[src/rtl/mov_seq_pkg.sv]
// mov_seq_pkg
// Shared definitions for the register-move sequencer: the FSM state
// encoding, the two-bit instruction mode codes and the number of PC
// increments an MVI instruction needs (opcode word plus immediate word).
package mov_seq_pkg;

  typedef enum logic [2:0] {
    S_IDLE,
    S_XFER,
    S_SWAP1,
    S_SWAP2,
    S_SWAP3,
    S_PCINC,
    S_DONE
  } state_t;

  localparam logic [1:0] MODE_MOV  = 2'b00;
  localparam logic [1:0] MODE_MVI  = 2'b01;
  localparam logic [1:0] MODE_XCHG = 2'b10;
  localparam logic [1:0] MODE_BLK  = 2'b11;

  localparam int MVI_PC_CYCLES = 2;

endpackage

[src/rtl/mov_seq_addr_gen.sv]
// mov_seq_addr_gen
// Holds the latched source/destination register addresses and the block
// move beat counter for the sequencer.
// Ports:
//   clk, reset        clock and synchronous active-high reset (clears all)
//   load              capture src_in/dst_in/count_in
//   step              one block-move beat: both addresses +1, counter -1
//   src_in, dst_in    addresses presented with start
//   count_in          block-move beat count presented with start
//   src_q, dst_q      latched addresses (wrap modulo 2**ADDR_W)
//   cnt_q             remaining beats
//   cnt_zero          counter is zero
//   cnt_last          counter is one, i.e. the current beat is the final one
module mov_seq_addr_gen
  import mov_seq_pkg::*;
#(
  parameter int ADDR_W = 3,
  parameter int CNT_W  = 4
) (
  input  logic              clk,
  input  logic              reset,
  input  logic              load,
  input  logic              step,
  input  logic [ADDR_W-1:0] src_in,
  input  logic [ADDR_W-1:0] dst_in,
  input  logic [CNT_W-1:0]  count_in,
  output logic [ADDR_W-1:0] src_q,
  output logic [ADDR_W-1:0] dst_q,
  output logic [CNT_W-1:0]  cnt_q,
  output logic              cnt_zero,
  output logic              cnt_last
);

  // Address increments rely on the natural ADDR_W-bit overflow to wrap
  // from the top register back to register 0.
  always_ff @(posedge clk) begin
    if (reset) begin
      src_q <= '0;
      dst_q <= '0;
      cnt_q <= '0;
    end else if (load) begin
      src_q <= src_in;
      dst_q <= dst_in;
      cnt_q <= count_in;
    end else if (step) begin
      src_q <= src_q + ADDR_W'(1);
      dst_q <= dst_q + ADDR_W'(1);
      cnt_q <= cnt_q - CNT_W'(1);
    end
  end

  assign cnt_zero = (cnt_q == '0);
  assign cnt_last = (cnt_q == CNT_W'(1));

endmodule

[src/rtl/mov_sequencer.sv]
// mov_sequencer
// Control-only sequencer for register-move class instructions (MOV, MVI,
// XCHG, counted block move). One start/done handshake; all outputs are a
// Moore decode of the FSM state and the values latched at start.
// Ports:
//   clk, reset            clock and synchronous active-high reset
//   start                 request, honoured only in IDLE
//   mode                  00 MOV, 01 MVI, 10 XCHG, 11 BLK
//   src_addr, dst_addr    source / destination register
//   count                 block-move beat count
//   rf_rd_addr, rf_out_en register-file read address / bus drive
//   rf_wr_addr, rf_wr_en  register-file write address / capture
//   imm_sel               immediate drives the bus
//   tmp_ld, tmp_out_en    temp register capture / bus drive
//   pc_inc                advance the program counter this cycle
//   busy                  sequencer is not idle
//   done                  one-cycle completion pulse
module mov_sequencer
  import mov_seq_pkg::*;
#(
  parameter int ADDR_W = 3,
  parameter int CNT_W  = 4
) (
  input  logic              clk,
  input  logic              reset,
  input  logic              start,
  input  logic [1:0]        mode,
  input  logic [ADDR_W-1:0] src_addr,
  input  logic [ADDR_W-1:0] dst_addr,
  input  logic [CNT_W-1:0]  count,
  output logic [ADDR_W-1:0] rf_rd_addr,
  output logic              rf_out_en,
  output logic [ADDR_W-1:0] rf_wr_addr,
  output logic              rf_wr_en,
  output logic              imm_sel,
  output logic              tmp_ld,
  output logic              tmp_out_en,
  output logic              pc_inc,
  output logic              busy,
  output logic              done
);

  state_t            state;
  state_t            state_next;
  logic [1:0]        mode_q;
  logic [1:0]        pc_cnt;
  logic              load;
  logic              step;
  logic              pc_last;
  logic [ADDR_W-1:0] src_q;
  logic [ADDR_W-1:0] dst_q;
  logic [CNT_W-1:0]  cnt_q;
  logic              cnt_zero;
  logic              cnt_last;

  assign load = (state == S_IDLE) && start;
  assign step = (state == S_XFER) && (mode_q == MODE_BLK);

  mov_seq_addr_gen #(
    .ADDR_W (ADDR_W),
    .CNT_W  (CNT_W)
  ) u_addr_gen (
    .clk      (clk),
    .reset    (reset),
    .load     (load),
    .step     (step),
    .src_in   (src_addr),
    .dst_in   (dst_addr),
    .count_in (count),
    .src_q    (src_q),
    .dst_q    (dst_q),
    .cnt_q    (cnt_q),
    .cnt_zero (cnt_zero),
    .cnt_last (cnt_last)
  );

  // pc_cnt counts cycles spent in PCINC so MVI can stay for both the
  // opcode and the immediate word; it is cleared whenever PCINC is left.
  always_ff @(posedge clk) begin
    if (reset) begin
      state  <= S_IDLE;
      mode_q <= MODE_MOV;
      pc_cnt <= '0;
    end else begin
      state <= state_next;
      if (load) begin
        mode_q <= mode;
      end
      if (state == S_PCINC) begin
        pc_cnt <= pc_cnt + 2'd1;
      end else begin
        pc_cnt <= '0;
      end
    end
  end

  assign pc_last = (mode_q != MODE_MVI) || (pc_cnt == 2'(MVI_PC_CYCLES - 1));

  // A block move whose counter is somehow zero inside XFER also exits,
  // so the FSM can never spin through a full counter wrap.
  always_comb begin
    state_next = state;
    case (state)
      S_IDLE: begin
        if (start) begin
          if (mode == MODE_XCHG) begin
            state_next = S_SWAP1;
          end else if ((mode == MODE_BLK) && (count == '0)) begin
            state_next = S_PCINC;
          end else begin
            state_next = S_XFER;
          end
        end
      end
      S_XFER: begin
        if ((mode_q != MODE_BLK) || cnt_last || cnt_zero) begin
          state_next = S_PCINC;
        end
      end
      S_SWAP1: state_next = S_SWAP2;
      S_SWAP2: state_next = S_SWAP3;
      S_SWAP3: state_next = S_PCINC;
      S_PCINC: begin
        if (pc_last) begin
          state_next = S_DONE;
        end
      end
      S_DONE:  state_next = S_IDLE;
      default: state_next = S_IDLE;
    endcase
  end

  // Only one of rf_out_en / imm_sel / tmp_out_en is ever set per state,
  // which keeps the shared bus free of contention.
  always_comb begin
    rf_rd_addr = '0;
    rf_out_en  = 1'b0;
    rf_wr_addr = '0;
    rf_wr_en   = 1'b0;
    imm_sel    = 1'b0;
    tmp_ld     = 1'b0;
    tmp_out_en = 1'b0;
    pc_inc     = 1'b0;
    done       = 1'b0;
    busy       = (state != S_IDLE);
    case (state)
      S_XFER: begin
        rf_wr_en   = 1'b1;
        rf_wr_addr = dst_q;
        if (mode_q == MODE_MVI) begin
          imm_sel = 1'b1;
        end else begin
          rf_out_en  = 1'b1;
          rf_rd_addr = src_q;
        end
      end
      S_SWAP1: begin
        rf_out_en  = 1'b1;
        rf_rd_addr = src_q;
        tmp_ld     = 1'b1;
      end
      S_SWAP2: begin
        rf_out_en  = 1'b1;
        rf_rd_addr = dst_q;
        rf_wr_en   = 1'b1;
        rf_wr_addr = src_q;
      end
      S_SWAP3: begin
        tmp_out_en = 1'b1;
        rf_wr_en   = 1'b1;
        rf_wr_addr = dst_q;
      end
      S_PCINC: pc_inc = 1'b1;
      S_DONE:  done   = 1'b1;
      default: ;
    endcase
  end

endmodule

[config.mk]
export PLATFORM = sky130hd
export DESIGN_NAME = mov_sequencer
export DESIGN_NICKNAME = d
export VERILOG_FILES = /design/src/rtl/mov_seq_pkg.sv /design/src/rtl/mov_seq_addr_gen.sv /design/src/rtl/mov_sequencer.sv
export SDC_FILE = /design/constraint.sdc
export NUM_CORES = 1
export LEC_CHECK = 0
export ABC_CLOCK_PERIOD_IN_PS = 1950
export CAP_MARGIN = 20
export CORE_AREA = 2 2 50 52
export CTS_CLUSTER_DIAMETER = 200
export DETAILED_ROUTE_END_ITERATION = 8
export DIE_AREA = 0 0 52 54
export GPL_ROUTABILITY_DRIVEN = 0
export GPL_TIMING_DRIVEN = 0
export MAX_ROUTING_LAYER = met4
export PLACE_DENSITY = 0.76
export SLEW_MARGIN = 0
export SYNTH_ARGS = -nofsm -noshare
export SYNTH_HDL_FRONTEND = slang
export SYNTH_SLANG_ARGS = --single-unit
[constraint.sdc]
create_clock -name clk -period 1.95 [get_ports clk]
set_input_delay 0.2925 -clock clk [delete_from_list [all_inputs] [get_ports clk]]
set_output_delay 0.2925 -clock clk [all_outputs]
set_load 0.02 [all_outputs]
==> results by group <==
Run status
  – Outcome: completed

Power
  – Power Total: 1.06 mW
  – Clock power share: 18.5%
  – Lkg Pwr: 0.586 nW
  – Net Sw Frac: 37.7%
  – P per Cell Area: 763 nW/µm²
  – Worst vdd ir: 428 µV
  – Switching Power: 0.399 mW
  – Internal: 0.659 mW
  – Flop pwr share: 40.8%
  – Logic pwr share: 40.7%

Drt
  – Vias: 1083
  – First-pass DRT Iterations: 4
  – Antenna Violating Nets Remaining: 0
  – Via/cell ratio: 5.64
  – # DRC: 0
  – WL final: 2590 µm
  – WL/cell: 13.5 µm
  – Initial drt markers: 24

Floorplan
  – Rows: 18
  – Die ar.: 2810 µm²
  – Initial core utilization: 43.4%
  – Vert. Die Dim: 54 µm
  – I/O pins: 29
  – Core Area: 2320 µm²
  – Die width: 52 µm

Worst setup path
  – Worst path max stage delay: 0.34 ns
  – Critical Path End Type: output pin
  – CP Max Fanout: 10
  – CP cell instances: buf_6 > inv_4 > nand3_1 > a21oi_2 > buf_4 > a22o_1 > buf_4
  – R2r startpoint: state[1]
  – Top cell family by delay on the critical path: buffers and inverters
  – Worst Path Required: 1.66 ns
  – Worst setup SP type: flip-flop
  – Crit path from: state[1]
  – Critical Path Most Common Cell: buf_4
  – CP Data Arrival Time: 1.60 ns
  – Slowest CP cell: dfxtp_1
  – Crit path kind: flip-flop to output pin
  – WP buf/inv: 4

STA
  – Final setup skew: 0.00277 ns
  – # setup viols final: 0
  – Period utilization: 96.9%
  – Final slew viol count: 0
  – Fmax: 0.529 GHz
  – Total negative slack: 0 ns
  – Slew at the pin closest to its max-slew limit: 0.551 ns
  – Hold_ws: 0.435 ns
  – Slew HR: 63.3%
  – Setup ws final: 0.0603 ns
  – Final hold violation count: 0
  – Fin crit period: 1.89 ns

Clock tree
  – Sink Count: 17
  – Worst skew pair latency: 0.29 ns
  – CTS Root Cell: clkbuf_4
  – CTS Hold Buffers Added: 0
  – H-tree levels: 1
  – Worst-path clk slew: 0.11 ns
  – Clock tree buffer depth: 2
  – CTS tree: done
  – Number of CTS-inserted buffers: 3

Layout
  – Nets@finish: 183
  – Final core occ: 59.8%
  – # diodes: 0
  – Multi-input logic area: 643 µm²
  – Finished Cell Area: 1390 µm²
  – Cell Count, Final, Fillers Out: 192
  – Sequential cell area: 347 µm²
  – Share of layout cells above drive strength 1: 17.9%
  – Fill count: 218
  – Area Growth Syn to Fin: 37.9%

Synthesis
  – Post-synth top area cell: dfxtp_1
  – Cell variety after synth: 31
  – Avg Inst Size Synth: 7.80 µm²
  – Syn nets: 149
  – Synth warn: 0
  – Dominant cells by area after synthesis: dfxtp_1, a21oi_1, ha_1
  – Register bit total from synthesis: 17
  – Yosys top cell area share: 33.8%
  – Mapped Area: 1010 µm²
  – Syn Inst Count: 129
  – Seq/Total Area, Yosys: 33.8%

GRT
  – Largest net degree at the start of global routing: 11
  – Initial antenna violation count: 0
  – Total GRT Usage: 20.3%
  – Congestion Overflow GR: 0
  – First-pass GRT wire length: 4080 µm
  – Vias in the first global route: 933

Place
  – Dpl cell area: 1310 µm²
  – Placed cells: 186
  – Dpl ws: -0.444 ns
  – HPWL Detailed: 1910 µm
  – PortBufs: 27

Flow run
  – MaxCap Viol Count: 0

Hold path
  – Hold_sp: pc_cnt[0]
  – Worst hold-check path type: flip-flop to flip-flop
registers in the layout, indices dropped and copies added (netlist names):
register,cells
mode_q,2
pc_cnt,2
state,3
u_addr_gen.cnt_q,4
u_addr_gen.dst_q,3
u_addr_gen.src_q,3
worst paths after layout:
path,to,slack [ns],cells after the start
worst max-delay path,rf_rd_addr[0],0.06,7
worst min-delay path,pc_cnt[0],0.43,1
worst max register to register,u_addr_gen.cnt_q[3],0.41,6
worst min register to register,pc_cnt[0],0.43,1
repair_timing:
| action | in CTS | in global routing |
|---|---|---|
| gates resized for setup | 43 | 14 |
| pin swaps | 2 | 3 |
| buffers inserted | 1 | 2 |
| endpoints found under the setup margin | 14 | 7 |
final cells by class:
cell class / count / share of cell area, %
Inverter: 7 / 2.07
Timing Repair Buffer: 30 / 18.5
Sequential cell: 17 / 25.0
Multi-Input combinational cell: 97 / 46.3
Clock buffer: 3 / 1.62
Tap cell: 30 / 2.71
Buffer: 7 / 3.43
Clock inverter: 1 / 0.361
worst register-to-register path: stages (launching register included):
cell and delay (ns):
dfxtp_1 0.34, buf_6 0.15, nor4b_1 0.38, buf_2 0.29, nand2_1 0.08, o31a_1 0.10, o22ai_1 0.13
synth_stat cells (all sizes together):
library cell,instances
dfxtp,17
nand2,16
a21oi,14
nor2,9
inv,7
a22o,6
nand2b,6
a211oi,5
clkbuf,5
ha,5
nand3,5
nor3,5
a2bb2oi,4
a22oi,3
buf,3
nor4,2
o21ai,2
xor2,2
a211o,1
a21o,1
a31oi,1
and2,1
and3,1
and4bb,1
nor4b,1
o211ai,1
o21a,1
o22ai,1
o31a,1
or3,1
or4,1
routing by layer:
layer  part of all wire (%)  vias up  track usage, %
met4                    1.7        0            10.1
met3                    5.4        4            3.61
li1                       -      536               -
met5                      0        -               -
met2                     50       35            33.3
met1                     43      508            23.9
logic make-up after synthesis:
| logic type | count (synthesis) | synth area share (%) |
|---|---|---|
| simple gates | 49 | 24.4 |
| xor+xnor | 2 | 1.74 |
| compound gates | 41 | 27.9 |
| buf+inv | 15 | 5.97 |
| flops | 17 | 33.8 |
| fa+ha+maj | 5 | 6.22 |
power groups by stage:
stage,registers [mW],logic (mW),clock network (mW)
2_1_floorplan,0.421,0.263,0
3_3_place_gp,0.429,0.394,0
3_5_place_dp,0.431,0.406,0
4_1_cts,0.429,0.415,0.201
5_1_grt,0.437,0.472,0.212
6_report,0.432,0.430,0.196
cell usage in the layout, fill, tap and decap left out, drive strengths merged, types with 2 or more instances in the layout:
cell           netlist  layout
dfxtp               17      17
nand2               16      16
clkdlybuf4s50        0      14
a21oi               14      14
buf                  3      14
nor2                 9       9
dlygate4sd2          0       7
inv                  7       7
a22o                 6       6
nand2b               6       6
nand3                5       5
nor3                 5       5
a211oi               5       5
ha                   5       5
clkbuf               5       5
a2bb2oi              4       4
a22oi                3       3
o21ai                2       2
nor4                 2       2
xor2                 2       2
No activity file was read; power rests on OpenSTA's default activity.
